==> config.mk <==
export PLATFORM = sky130hd
export DESIGN_NAME = seq_divider_16bit
export DESIGN_NICKNAME = d
export VERILOG_FILES = /design/src/rtl/fir_pkg.sv /design/src/rtl/sub_stage_16bit.sv /design/src/rtl/seq_divider_16bit.sv
export SDC_FILE = /design/constraint.sdc
export NUM_CORES = 1
export LEC_CHECK = 0
export BUFFER_PORTS_ARGS = -buffer_cell sky130_fd_sc_hd__buf_2
export CAP_MARGIN = 20
export CORE_MARGIN = 2
export CORE_UTILIZATION = 30
export CTS_BUF_LIST = sky130_fd_sc_hd__clkbuf_4 sky130_fd_sc_hd__clkbuf_8 sky130_fd_sc_hd__clkbuf_16
export DETAILED_ROUTE_END_ITERATION = 10
export PLACE_DENSITY = 0.54
export SLEW_MARGIN = 20
export SYNTH_ARGS = -nofsm -noshare
export SYNTH_HDL_FRONTEND = slang
export SYNTH_HIERARCHICAL = 1
export SYNTH_SLANG_ARGS = --single-unit
==> constraint.sdc <==
create_clock -name clk -period 17.61 [get_ports clk]
set_input_delay 1.761 -clock clk [delete_from_list [all_inputs] [get_ports clk]]
set_output_delay 1.761 -clock clk [all_outputs]
set_load 0.01 [all_outputs]
==> src/rtl/fir_pkg.sv <==
// Shared constants and types for the FIR post-processing blocks.
// Holds the divider width, its counter width and the divider FSM state type.
package fir_pkg;

    localparam int unsigned DIV_WIDTH = 16;
    localparam int unsigned DIV_CNT_W = $clog2(DIV_WIDTH);

    typedef enum logic [1:0] {
        IDLE,
        CALC,
        DONE
    } div_state_t;

endpackage

==> src/rtl/sub_stage_16bit.sv <==
// Combinational (WIDTH+1)-bit ripple-borrow subtractor: diff = minuend - subtrahend.
// The borrow output is set when subtrahend > minuend.
module sub_stage_16bit
    import fir_pkg::*;
#(
    parameter int unsigned WIDTH = DIV_WIDTH
) (
    input  logic [WIDTH:0] minuend,
    input  logic [WIDTH:0] subtrahend,
    output logic [WIDTH:0] diff,
    output logic           borrow
);

    logic [WIDTH+1:0] bw;

    assign bw[0] = 1'b0;

    for (genvar i = 0; i <= WIDTH; i++) begin : g_bit
        assign diff[i]  = minuend[i] ^ subtrahend[i] ^ bw[i];
        assign bw[i+1]  = (~minuend[i] & subtrahend[i]) |
                          (~(minuend[i] ^ subtrahend[i]) & bw[i]);
    end

    assign borrow = bw[WIDTH+1];

endmodule

==> src/rtl/seq_divider_16bit.sv <==
// Multi-cycle restoring divider, one subtract/restore step per clock, valid/ready on both sides.
// Define SEQ_DIV_SIGNED_EN for two's-complement operands (magnitudes divided, signs fixed on exit).
module seq_divider_16bit
    import fir_pkg::*;
#(
    parameter int unsigned WIDTH = DIV_WIDTH
) (
    input  logic             clk,
    input  logic             rst_n,
    input  logic             in_valid,
    output logic             in_ready,
    input  logic [WIDTH-1:0] dividend,
    input  logic [WIDTH-1:0] divisor,
    output logic             out_valid,
    input  logic             out_ready,
    output logic [WIDTH-1:0] quotient,
    output logic [WIDTH-1:0] remainder,
    output logic             div_by_zero
);

    localparam int unsigned CNT_W = (WIDTH > 1) ? $clog2(WIDTH) : 1;

    div_state_t       state;
    logic [CNT_W-1:0] cnt;
    logic [WIDTH-1:0] rem;
    logic [WIDTH-1:0] quo;
    logic [WIDTH-1:0] dvs;
    logic             dbz;

    logic [WIDTH-1:0] dvd_mag;
    logic [WIDTH-1:0] dvs_mag;
    logic [WIDTH-1:0] q_res;
    logic [WIDTH-1:0] r_res;
    logic [WIDTH:0]   shifted;
    logic [WIDTH:0]   diff;
    logic             borrow;
    logic             fits;

    assign shifted = {rem, quo[WIDTH-1]};

    sub_stage_16bit #(
        .WIDTH (WIDTH)
    ) u_sub (
        .minuend    (shifted),
        .subtrahend ({1'b0, dvs}),
        .diff       (diff),
        .borrow     (borrow)
    );

    // rem < dvs on entry, so a non-borrowing trial always has a clear top bit.
    assign fits = ~borrow & ~diff[WIDTH];

`ifdef SEQ_DIV_SIGNED_EN
    logic q_neg;
    logic r_neg;

    assign dvd_mag = dividend[WIDTH-1] ? ({WIDTH{1'b0}} - dividend) : dividend;
    assign dvs_mag = divisor[WIDTH-1]  ? ({WIDTH{1'b0}} - divisor)  : divisor;

    // Zero divisor: quo still holds the dividend magnitude, re-signed for the remainder.
    assign q_res = dbz ? {WIDTH{1'b1}} : (q_neg ? ({WIDTH{1'b0}} - quo) : quo);
    assign r_res = dbz ? (r_neg ? ({WIDTH{1'b0}} - quo) : quo)
                       : (r_neg ? ({WIDTH{1'b0}} - rem) : rem);
`else
    assign dvd_mag = dividend;
    assign dvs_mag = divisor;
    assign q_res   = dbz ? {WIDTH{1'b1}} : quo;
    assign r_res   = dbz ? quo : rem;
`endif

    always_ff @(posedge clk or negedge rst_n) begin
        if (!rst_n) begin
            state       <= IDLE;
            cnt         <= '0;
            rem         <= '0;
            quo         <= '0;
            dvs         <= '0;
            dbz         <= 1'b0;
            in_ready    <= 1'b1;
            out_valid   <= 1'b0;
            quotient    <= '0;
            remainder   <= '0;
            div_by_zero <= 1'b0;
`ifdef SEQ_DIV_SIGNED_EN
            q_neg       <= 1'b0;
            r_neg       <= 1'b0;
`endif
        end else begin
            unique case (state)
                IDLE: begin
                    if (in_valid) begin
                        in_ready <= 1'b0;
                        rem      <= '0;
                        quo      <= dvd_mag;
                        dvs      <= dvs_mag;
                        cnt      <= CNT_W'(WIDTH - 1);
                        dbz      <= (divisor == '0);
                        state    <= (divisor == '0) ? DONE : CALC;
`ifdef SEQ_DIV_SIGNED_EN
                        q_neg    <= dividend[WIDTH-1] ^ divisor[WIDTH-1];
                        r_neg    <= dividend[WIDTH-1];
`endif
                    end
                end
                CALC: begin
                    rem <= fits ? diff[WIDTH-1:0] : shifted[WIDTH-1:0];
                    quo <= {quo[WIDTH-2:0], fits};
                    cnt <= cnt - CNT_W'(1);
                    if (cnt == '0) begin
                        state <= DONE;
                    end
                end
                DONE: begin
                    // First DONE cycle registers the result; later cycles wait for the consumer.
                    if (!out_valid) begin
                        quotient    <= q_res;
                        remainder   <= r_res;
                        div_by_zero <= dbz;
                        out_valid   <= 1'b1;
                    end else if (out_ready) begin
                        out_valid <= 1'b0;
                        in_ready  <= 1'b1;
                        state     <= IDLE;
                    end
                end
                default: state <= IDLE;
            endcase
        end
    end

endmodule

==> results of run 1 <==
==> cell usage in the layout, fill, tap and decap left out, drive strengths merged <==
cell type and instances:
o21bai 2, mux2i 33, dfrtp 89, dfstp 1
a21oi 34, o21ai 36, nand3 1, inv 39
mux2 18, or3 2, o22ai 1, nand4 1
clkbuf 10, nand2b 2, a22oi 16, nand3b 2
ha 2, conb 1, fa 16, clkinv 4
a22o 1, nor4 4, nor2 51, nor3b 2
clkinvlp 2, or3b 1, buf 74, nand2 33
nor2b 4, and4 1, a221o 1
==> power breakdown <==
group / switching, uW / internal [uW]
registers: 87.7 / 298
clock network: 81.6 / 99.4
logic: 177 / 168
==> per-layer routing <==
layer | vias to the layer above | track usage, %
met4 | 0 | 2.94
met2 | 66 | 21.5
li1 | 1523 | -
met1 | 1519 | 18.7
met3 | 8 | 4.11
met5 | - | 0
==> per-stage QoR <==
stage	setup slack, ps	instance area [um^2]	hold WS (ps)	utilization, %	cells
CTS	9380	5200	513	35.9	668
floorplan	10010	4420	481	-	419
global route	9030	5200	550	35.9	668
global placement	9510	4920	489	34.0	652
detailed placement	9380	4920	498	34.0	652
finish	9440	5200	504	35.9	668
==> worst max-delay path, stage by stage, from the launching register on <==
cell and delay, ps:
dfrtp_1 410, inv_1 60, ha_1 180, inv_1 60, fa_1 150, inv_1 50, fa_1 370, fa_1 390
fa_1 390, fa_1 400, fa_1 390, fa_1 390, fa_1 390, fa_1 390, fa_1 390, fa_1 390
fa_1 390, fa_1 390, fa_1 390, fa_1 370, inv_1 70, fa_1 420, nor2_2 840, mux2i_1 270
o21ai_0 90
==> cell type report <==
cell class / count / area [um^2] / share of cell area, %
inverters: 39 / 146 / 2.81
multi-input cells: 265 / 1910 / 36.7
well taps: 184 / 230 / 4.43
clock inverters: 6 / 42.5 / 0.818
flip-flops and latches: 90 / 2250 / 43.3
repair buffers: 74 / 383 / 7.36
clock buffers: 10 / 239 / 4.59
==> state kept, by name (all words and copies together) (netlist names) <==
name and flops:
out_valid 1, in_ready 1, rem 16, dbz 1
remainder 16, div_by_zero 1, cnt 4, quotient 16
dvs 16, quo 16, state 2
==> cells by family (layout without fill, tap and decap cells) <==
family	after synthesis	after routing	synth area share, %
buffers and inverters	64	129	6.17
flip-flops	90	90	50.9
adder cells (fa/ha/maj)	18	18	7.81
AND/OR/NAND/NOR	104	104	10.2
AO/OA/AOI/OAI	91	91	11.5
other	1	1	0.0848
multiplexers	51	51	13.2
==> synth_stat cells, types with 2 or more instances <==
library cell  count  area (um^2)
nand3b_1          2         15.0
clkbuf_1         10         37.5
a22oi_1          16          120
buf_2            11         55.1
o21bai_1          2         15.0
buf_6             2         22.5
ha_1              2         25.0
nor2_1           50          188
or3_1             2         12.5
fa_1             16          320
mux2_4           14          210
nor4_1            4         25.0
nor3b_1           2         15.0
nand2b_1          2         12.5
mux2i_1          33          330
a21oi_1          34          170
inv_1            39          146
dfrtp_1          89         2230
nand2_1          33          124
o21ai_0          36          180
mux2_2            4         45.0
nor2b_1           4         25.0
==> how the worst max path moves through the flow <==
stage	from	endpoint	slack, ps	cells after the start
after floorplan	quo[15]	rem[10]	10010	25
after global placement	quo[15]	quo[0]	9510	24
after detailed placement	quo[15]	rem[9]	9380	24
after CTS	quo[15]	rem[9]	9380	24
after global routing	quo[15]	rem[9]	9030	24
final	quo[15]	rem[0]	9440	24
==> results.md, run 1 <==
- Max-Cap Viols: 0
- I/O Buffers: 70
- Die Y: 125 um
- Cts bufs inserted: 9
- DRT antenna net count: 0
- CTS tree: yes
- DRC Markers: 0
- Crit start category: flop
- Syn nets: 473
- Worst Tran Pin Value: ~1100 ps
- Synth Instances: 419
- Worst hold path type: flop to flop
- Syn-to-layout area delta: 17.6%
- Met3 Wirelength: around 450 um
- Seq/Total Area, Yosys: 50.9%
- # rows: 44
- Crit path DAT: between 8000 and 9000 ps
- Max VDD drop: slightly above 0.06 mV
- Largest net degree at the start of global routing: between 60 and 70
- Period minus WS final: roughly 8200 ps
- Post-synth EDFFs: 0
- Final setup violation count: 0
- Clock Skews: between 5 and 6 ps
- I/O pin cnt: between 70 and 80
- Final hold vios: 0
- Pins Over Slew Limit: 0
- Hold Crit Depth: 1
- H-tree depth: 3
- Metal-1 WL: ~4.9 mm
- Crit path kind: flop to flop
- WL/cell: about 15 um
- Hold Path Origin: div_by_zero
- Critical path capture point type: flop
- Vias in the first global route: 3240
- Post-CTS Setup Repair Bufs: 0
- Setup slack, reg-to-reg: about 9400 ps
- TritonRoute pass-1 iters: 4
- Max Used Layer: met4
- Tcrit/Tclk final: 46.4%
- Pwr dens: roughly 180 nW/um^2
- Vias per inst: ~4.7
- Routed met2 length: 4.69 mm
- Post-cts gate resize count: 0
- R2r startpoint: quo[15]
- Starting density of the core: between 30 and 40%
- Hold EP: div_by_zero
- Clk sinks: 90
- Slew headroom: 28.3%
- Main synth FF type: dfrtp_1
- Status: complete, no violations
- Initial antenna violation count: 0
- Maximum clock frequency: 0.122 GHz
- Initial drt markers: ~180
- N_diodes: 0
- CTS hold repair buffers: 0
- Worst R2R End: rem[0]
- Layout cell share with drive strength beyond 1: 23.6%
- Clk buf depth: 2
- Vias: around 3100
- Synth Warn #: 6
- Unrepaired setup endpoints after global routing: false
- Nets@finish: around 530
- Post-Syn Area: between 4000 and 5000 um^2
- Fillers: ~1500
- Root Buffer: clkbuf_16
- R2R cell count: 24
- P_leak: between 0.002 and 0.0025 uW
- Synthesis-stage register bit count: 90
- GR Util All Layers: a little over an eighth
- Distinct cells, synth: 34
- CP Max Fanout: 17
- Setup TNS: 0 ps
- Core area: 14500 um^2
- Chip width: about 130 um
- Clk pin slew, worst setup/hold paths: 70 ps
- CP Data Required Time: 17810 ps
- First-pass GRT wire length: ~17 mm
- DIE AREA: between 15000 and 20000 um^2
- DP HPWL: 7.22 mm
- Total power: 912 uW
- Post-Route WL: between 10 and 15 mm
- FFs w/ async S/R, synth: 100%
- Clk Latency, worst-skew pair: about 350 ps
- Final Wtd Congestion: approximately 0.76
- Global route overflow: 0
- Mapped Avg Cell Area: 10.6 um^2
No activity file was read; power rests on OpenSTA's default activity.
==> run 2, diff against run 1 <==
--- a/config.mk
+++ b/config.mk
@@ -11,7 +11,7 @@
 export CORE_UTILIZATION = 30
 export CTS_BUF_LIST = sky130_fd_sc_hd__clkbuf_4 sky130_fd_sc_hd__clkbuf_8 sky130_fd_sc_hd__clkbuf_16
 export DETAILED_ROUTE_END_ITERATION = 10
-export PLACE_DENSITY = 0.54
+export PLACE_DENSITY = 0.55
 export SLEW_MARGIN = 20
 export SYNTH_ARGS = -nofsm -noshare
 export SYNTH_HDL_FRONTEND = slang
==> constraint.sdc (replaced) <==
create_clock -name clk -period 7.3 [get_ports clk]
set_input_delay 0.73 -clock clk [delete_from_list [all_inputs] [get_ports clk]]
set_output_delay 0.73 -clock clk [all_outputs]
set_load 0.01 [all_outputs]
==> run 2 against run 1 <==
Compared with the run above:
- sequential share of layout area decreased by 1.2 points
- critical endpoint is now rem[7]
- highest routed layer unchanged
- non-clock buffer count increased by 5
- clock power increased to 2.6 times the previous value
- register-to-register slack got worse by 9100 ps
- critical path depth increased by 1
- cell area increased by 2.8%
- utilization increased by 1.0 points
==> results.md, run 2 (synthesized netlist as in run 1, its figures left out) <==
- First-pass GRT wire length: 17.3 mm (was 17.0 mm)
- Max-Cap Viols: 0 (unchanged)
- P_leak: 0.00243 uW (was 0.00238 uW)
- H-tree depth: 3 (unchanged)
- Unrepaired setup endpoints after global routing: false (unchanged)
- Most frequent cells in the layout: dfrtp_1, buf_2, nor2_1 (unchanged)
- Switching Share: 36.9% (was 38.0%)
- Initial drt markers: 230 (was 184)
- Power share of the sequential group: 40.3% (was 42.4%)
- Slowest stage cell, crit path: fa_1 (was nor2_2)
- Tcrit/Tclk final: 96.0% (was 46.4%)
- Cts bufs inserted: 9 (unchanged)
- Area of the multi-input gates: 1950 um^2 (was 1910 um^2)
- GR Util All Layers: 13.8% (was 13.6%)
- DIE AREA: 15700 um^2 (unchanged)
- Clk pin slew, worst setup/hold paths: 60 ps (was 70 ps)
- Largest net degree at the start of global routing: 66 (unchanged)
- # rows: 44 (unchanged)
- Clock Skews: 8.60 ps (was 5.89 ps)
- Final non-filler cell area: 5350 um^2 (was 5200 um^2)
- N_diodes: 0 (unchanged)
- I/O pin cnt: 71 (unchanged)
- Status: complete, no violations (unchanged)
- TritonRoute pass-1 iters: 4 (unchanged)
- Max VDD drop: 0.146 mV (was 0.0623 mV)
- Core area: 14500 um^2 (unchanged)
- Total power: 2310 uW (was 912 uW)
- Worst hold path type: input pin to async pin (was flop to flop)
- Final hold vios: 0 (unchanged)
- Pins Over Slew Limit: 0 (unchanged)
- Post-Route WL: 10.3 mm (was 10.1 mm)
- I/O Buffers: 70 (unchanged)
- WL/cell: 15.4 um (was 15.1 um)
- Period minus WS final: 7000 ps (was 8170 ps)
- Clk buf depth: 2 (unchanged)
- Vias: 3180 (was 3116)
- Initial antenna violation count: 0 (unchanged)
- CTS tree: yes (unchanged)
- Vias in the first global route: 3319 (was 3240)
- DRT antenna net count: 0 (unchanged)
- Nets@finish: 538 (was 533)
- Worst slack at placement: -84.0 ps (was 9380 ps)
- P_sw: 851 uW (was 346 uW)
- Pwr dens: 431 nW/um^2 (was 175 nW/um^2)
- Max stage delay on crit path: 440 ps (was 840 ps)
- Cell Area, Placed: 4970 um^2 (was 4920 um^2)
- FF+latch area: 2250 um^2 (unchanged)
- Global route overflow: 0 (unchanged)
- Crit start category: flop (unchanged)
- Combinational power share: 39.2% (was 37.8%)
- Setup ws final: 296 ps (was 9440 ps)
- Final Wtd Congestion: 0.756 (was 0.763)
- Worst Tran Pin Value: 871 ps (was 1070 ps)
- Syn-to-layout area delta: 21.0% (was 17.6%)
- DRC Markers: 0 (unchanged)
- CP Data Required Time: 7490 ps (was 17810 ps)
- Setup slack, reg-to-reg: 300 ps (was 9440 ps)
- Slew headroom: 41.9% (was 28.3%)
- Clk pwr share: 20.5% (was 19.9%)
- Fillers: 1420 (was 1472)
- Commonest non-fill, non-tap cell in the layout: dfrtp_1 (unchanged)
- Final setup violation count: 0 (unchanged)
- Root Buffer: clkbuf_16 (unchanged)
- Critical path capture point type: flop (unchanged)
- Starting density of the core: 30.5% (unchanged)
- CTS hold repair buffers: 0 (unchanged)
- Clk Latency, worst-skew pair: 340 ps (was 350 ps)
- Internal power: 1450 uW (was 565 uW)
- DP HPWL: 7.26 mm (was 7.22 mm)
- CP Max Fanout: 8 (was 17)
- Crit-path most repeated cell: fa_2 (was fa_1)
- Die Y: 125 um (unchanged)
- Vias per inst: 4.73 (was 4.66)
- Clk sinks: 90 (unchanged)
- Chip width: 125 um (unchanged)
- Crit path DAT: 7190 ps (was 8370 ps)
- Maximum clock frequency: 0.143 GHz (was 0.122 GHz)
- Layout cell share with drive strength beyond 1: 27.3% (was 23.6%)
- Crit path kind: flop to flop (unchanged)
[run 2: what timing repair did]
item / 4_1_cts / 5_1_grt
gates cloned: 1 / 1
buffers inserted: 0 / 0
pin swaps: 2 / 2
resized for setup: 5 / 9
setup endpoints to repair: 17 / 17
[run 2: worst max-delay path, delay by kind of cell (launching register included)]
kind            cells  cell delay (ps)
compound gates      1               90
fa+ha+maj          17             5610
buf+inv             5              420
flops               1              340
mux                 1              180
simple gates        1              210
[run 2: worst paths after layout]
check	startpoint	to	cells after the start
min reg2reg	div_by_zero	div_by_zero	1
min	rst_n	remainder[7]	1
min in group clk	div_by_zero	div_by_zero	1
max reg2reg	quo[15]	rem[7]	25
max	quo[15]	rem[7]	25
max in group asynchronous	rst_n	cnt[1]	2
[run 2: layout make-up]
cell class              instances  share of cell area [%]
repair buffers                 79                    8.75
inverters                      39                    2.74
clock inverters                 4                   0.959
multi-input cells             265                    36.4
well taps                     184                    4.30
flip-flops and latches         90                    42.1
clock buffers                  11                    4.72
[run 2: per-stage QoR]
stage | setup TNS, ps | hold WS [ps] | cells | utilization, %
final | 0 | 330 | 672 | 37.0
after global routing | 0 | 359 | 672 | 37.0
after CTS | 0 | 350 | 671 | 36.7
after detailed placement | -629 | 497 | 655 | 34.3
after global placement | 0 | 491 | 655 | 34.3
after floorplan | 0 | 434 | 419 | -
[run 2: power by group through the flow]
| stage | Sequential, uW | Combinational [uW] | Clock (uW) |
|---|---|---|---|
| 2_1_floorplan | 908 | 604 | 0 |
| 3_3_place_gp | 933 | 856 | 0 |
| 6_report | 930 | 904 | 472 |
| 3_5_place_dp | 940 | 873 | 0 |
| 5_1_grt | 964 | 1040 | 506 |
| 4_1_cts | 933 | 901 | 486 |
[run 2: per-layer routing]
metal  up-vias  routed length (um)  GRT usage [%]
li1       1534                   -              -
met1      1579                4840           18.6
met2        60                5060           22.7
met3         7                 367           3.55
met4         0                  76           2.61
met5         -                   0              0
==> run 3, diff against run 2 <==
--- a/config.mk
+++ b/config.mk
@@ -5,11 +5,12 @@
 export SDC_FILE = /design/constraint.sdc
 export NUM_CORES = 1
 export LEC_CHECK = 0
-export BUFFER_PORTS_ARGS = -buffer_cell sky130_fd_sc_hd__buf_2
+export BUFFER_PORTS_ARGS = -buffer_cell sky130_fd_sc_hd__buf_4
 export CAP_MARGIN = 20
 export CORE_MARGIN = 2
 export CORE_UTILIZATION = 30
 export CTS_BUF_LIST = sky130_fd_sc_hd__clkbuf_4 sky130_fd_sc_hd__clkbuf_8 sky130_fd_sc_hd__clkbuf_16
+export CTS_CLUSTER_SIZE = 25
 export DETAILED_ROUTE_END_ITERATION = 10
 export PLACE_DENSITY = 0.55
 export SLEW_MARGIN = 20
==> run 3 against run 2 <==
Compared with the run above:
- utilization increased by 1.5 points
- register-to-register slack got worse by 30 ps
- wire length increased by 0.18%
- non-clock buffer count increased by 2
- critical endpoint is now rem[0]
- highest routed layer unchanged
==> results.md, run 3 (synthesized netlist as in run 1, its figures left out) <==
- Core area: 14500 um^2 (unchanged)
- Syn-to-layout area delta: 25.8% (was 21.0%)
- First-pass GRT wire length: 17.5 mm (was 17.3 mm)
- Crit path DAT: 7220 ps (was 7190 ps)
- Worst slack at placement: -80.1 ps (was -84.0 ps)
- Root Buffer: clkbuf_16 (unchanged)
- R2r startpoint: quo[15] (unchanged)
- I/O pin cnt: 71 (unchanged)
- Max-Cap Viols: 0 (unchanged)
- Pwr dens: 433 nW/um^2 (was 431 nW/um^2)
- Initial antenna violation count: 0 (unchanged)
- # rows: 44 (unchanged)
- R2R cell count: 25 (unchanged)
- Vias: 3150 (was 3180)
- Post-Route WL: 10.4 mm (was 10.3 mm)
- DRC Markers: 0 (unchanged)
- CTS tree: yes (unchanged)
- Setup slack, reg-to-reg: 270 ps (was 300 ps)
- Pins Over Slew Limit: 0 (unchanged)
- Global route overflow: 0 (unchanged)
- Internal power: 1550 uW (was 1450 uW)
- H-tree depth: 3 (unchanged)
- GR Util All Layers: 14.0% (was 13.8%)
- Max VDD drop: 0.148 mV (was 0.146 mV)
- Tcrit/Tclk final: 96.3% (was 96.0%)
- Slew headroom: 40.5% (was 41.9%)
- Clk sinks: 90 (unchanged)
- Largest net degree at the start of global routing: 66 (unchanged)
- Starting density of the core: 30.5% (unchanged)
- Worst Tran Pin Value: 893 ps (was 871 ps)
- Switching Share: 35.6% (was 36.9%)
- DIE AREA: 15700 um^2 (unchanged)
- Final hold vios: 0 (unchanged)
- Worst R2R End: rem[0] (was rem[7])
- Crit path kind: flop to flop (unchanged)
- Critical path capture point type: flop (unchanged)
- Nets@finish: 540 (was 538)
- CP Data Required Time: 7490 ps (about the same)
- Commonest non-fill, non-tap cell in the layout: dfrtp_1 (unchanged)
- DRT antenna net count: 0 (unchanged)
- Smallest hold slack: 384 ps (was 330 ps)
- CTS hold repair buffers: 0 (unchanged)
- P_sw: 859 uW (was 851 uW)
- Final setup violation count: 0 (unchanged)
- Clk pwr share: 20.8% (was 20.5%)
- Period minus WS final: 7030 ps (was 7000 ps)
- Die Y: 125 um (unchanged)
- Clk buf depth: 2 (unchanged)
- P_leak: 0.00249 uW (was 0.00243 uW)
- I/O Buffers: 70 (unchanged)
- Final Wtd Congestion: 0.745 (was 0.756)
- Chip width: 125 um (unchanged)
- Unrepaired setup endpoints after global routing: false (unchanged)
- Clock Skews: 6.86 ps (was 8.60 ps)
- Layout cell share with drive strength beyond 1: 27.3% (about the same)
- WL/cell: 15.3 um (was 15.4 um)
- Most frequent cells in the layout: dfrtp_1, buf_4, nor2_1 (was dfrtp_1, buf_2, nor2_1)
- Setup ws final: 268 ps (was 296 ps)
- N_diodes: 0 (unchanged)
- Vias per inst: 4.67 (was 4.73)
- Initial drt markers: 194 (was 230)
- DP HPWL: 7.34 mm (was 7.26 mm)
- CP Max Fanout: 4 (was 8)
- Worst hold path type: input pin to async pin (unchanged)
- Clk Latency, worst-skew pair: 340 ps (about the same)
- Maximum clock frequency: 0.142 GHz (was 0.143 GHz)
- Clk pin slew, worst setup/hold paths: 60 ps (about the same)
- Power share of the sequential group: 38.9% (was 40.3%)
- Status: complete, no violations (unchanged)
- Vias in the first global route: 3276 (was 3319)
- Crit start category: flop (unchanged)
- Combinational power share: 40.3% (was 39.2%)
- Cts bufs inserted: 9 (unchanged)
- TritonRoute pass-1 iters: 6 (was 4)
[run 3: how the worst max path moves through the flow]
stage                     startpoint      end  slack [ps]  cells past startpoint
after floorplan              quo[15]  rem[10]           9                     25
after global placement       quo[15]  rem[13]          30                     25
after detailed placement     quo[15]   rem[9]         -80                     25
after CTS                    quo[15]   rem[4]          20                     26
after global routing         quo[15]  rem[10]           4                     25
final                        quo[15]   rem[0]         270                     25
[run 3: critical path: stages (launching register included)]
cell and delay, ps:
dfrtp_1 340, inv_1 50, ha_1 190, inv_1 70, fa_1 150, inv_1 50, fa_2 330, fa_2 350
fa_2 350, fa_2 350, fa_2 360, fa_2 350, fa_2 340, fa_2 350, fa_2 340, fa_2 340
fa_2 350, fa_2 340, fa_2 340, fa_1 360, inv_1 80, fa_1 450, nor2_4 130, bufbuf_16 270
mux2i_1 170, o21ai_0 80
[run 3: layout make-up]
type | instances | area, um^2
clock buffers | 11 | 246
clock inverters | 5 | 77.6
fillers | 1417 | 8910
inverters | 39 | 146
multi-input cells | 265 | 1950
flip-flops and latches | 90 | 2250
well taps | 184 | 230
repair buffers | 81 | 666
[run 3: through the flow]
step | utilization, % | cell area [um^2] | instances | total power [uW] | setup TNS [ps]
after floorplan | - | 4440 | 419 | 1510 | 0
final | 38.4 | 5570 | 675 | 2410 | 0
after CTS | 38.3 | 5550 | 675 | 2430 | 0
after detailed placement | 35.5 | 5140 | 655 | 1880 | -860
after global routing | 38.4 | 5570 | 675 | 2620 | 0
after global placement | 35.5 | 5140 | 655 | 1840 | 0
[run 3: power groups by stage]
stage	clock network [uW]	registers, uW	logic, uW
2_1_floorplan	0	908	604
3_3_place_gp	0	938	905
3_5_place_dp	0	948	928
4_1_cts	514	940	979
5_1_grt	537	975	1110
6_report	502	938	973
[run 3: what timing repair did]
action / CTS / global route
setup endpoints to repair: 17 / 17
gates cloned: 2 / 0
endpoints found under the hold margin: 0 / 0
pin swaps: 2 / 2
setup buffers: 2 / 0
resized for setup: 5 / 7
[run 3: per-layer routing]
| layer | up-vias | part of all wire [%] | wire length [um] | track usage, % |
|---|---|---|---|---|
| met3 | 14 | 3.6 | 370 | 3.00 |
| met5 | - | 0 | 0 | 0 |
| met1 | 1543 | 48 | 4970 | 19.9 |
| li1 | 1535 | - | - | - |
| met4 | 0 | 1.6 | 165 | 4.97 |
| met2 | 58 | 47 | 4850 | 21.3 |
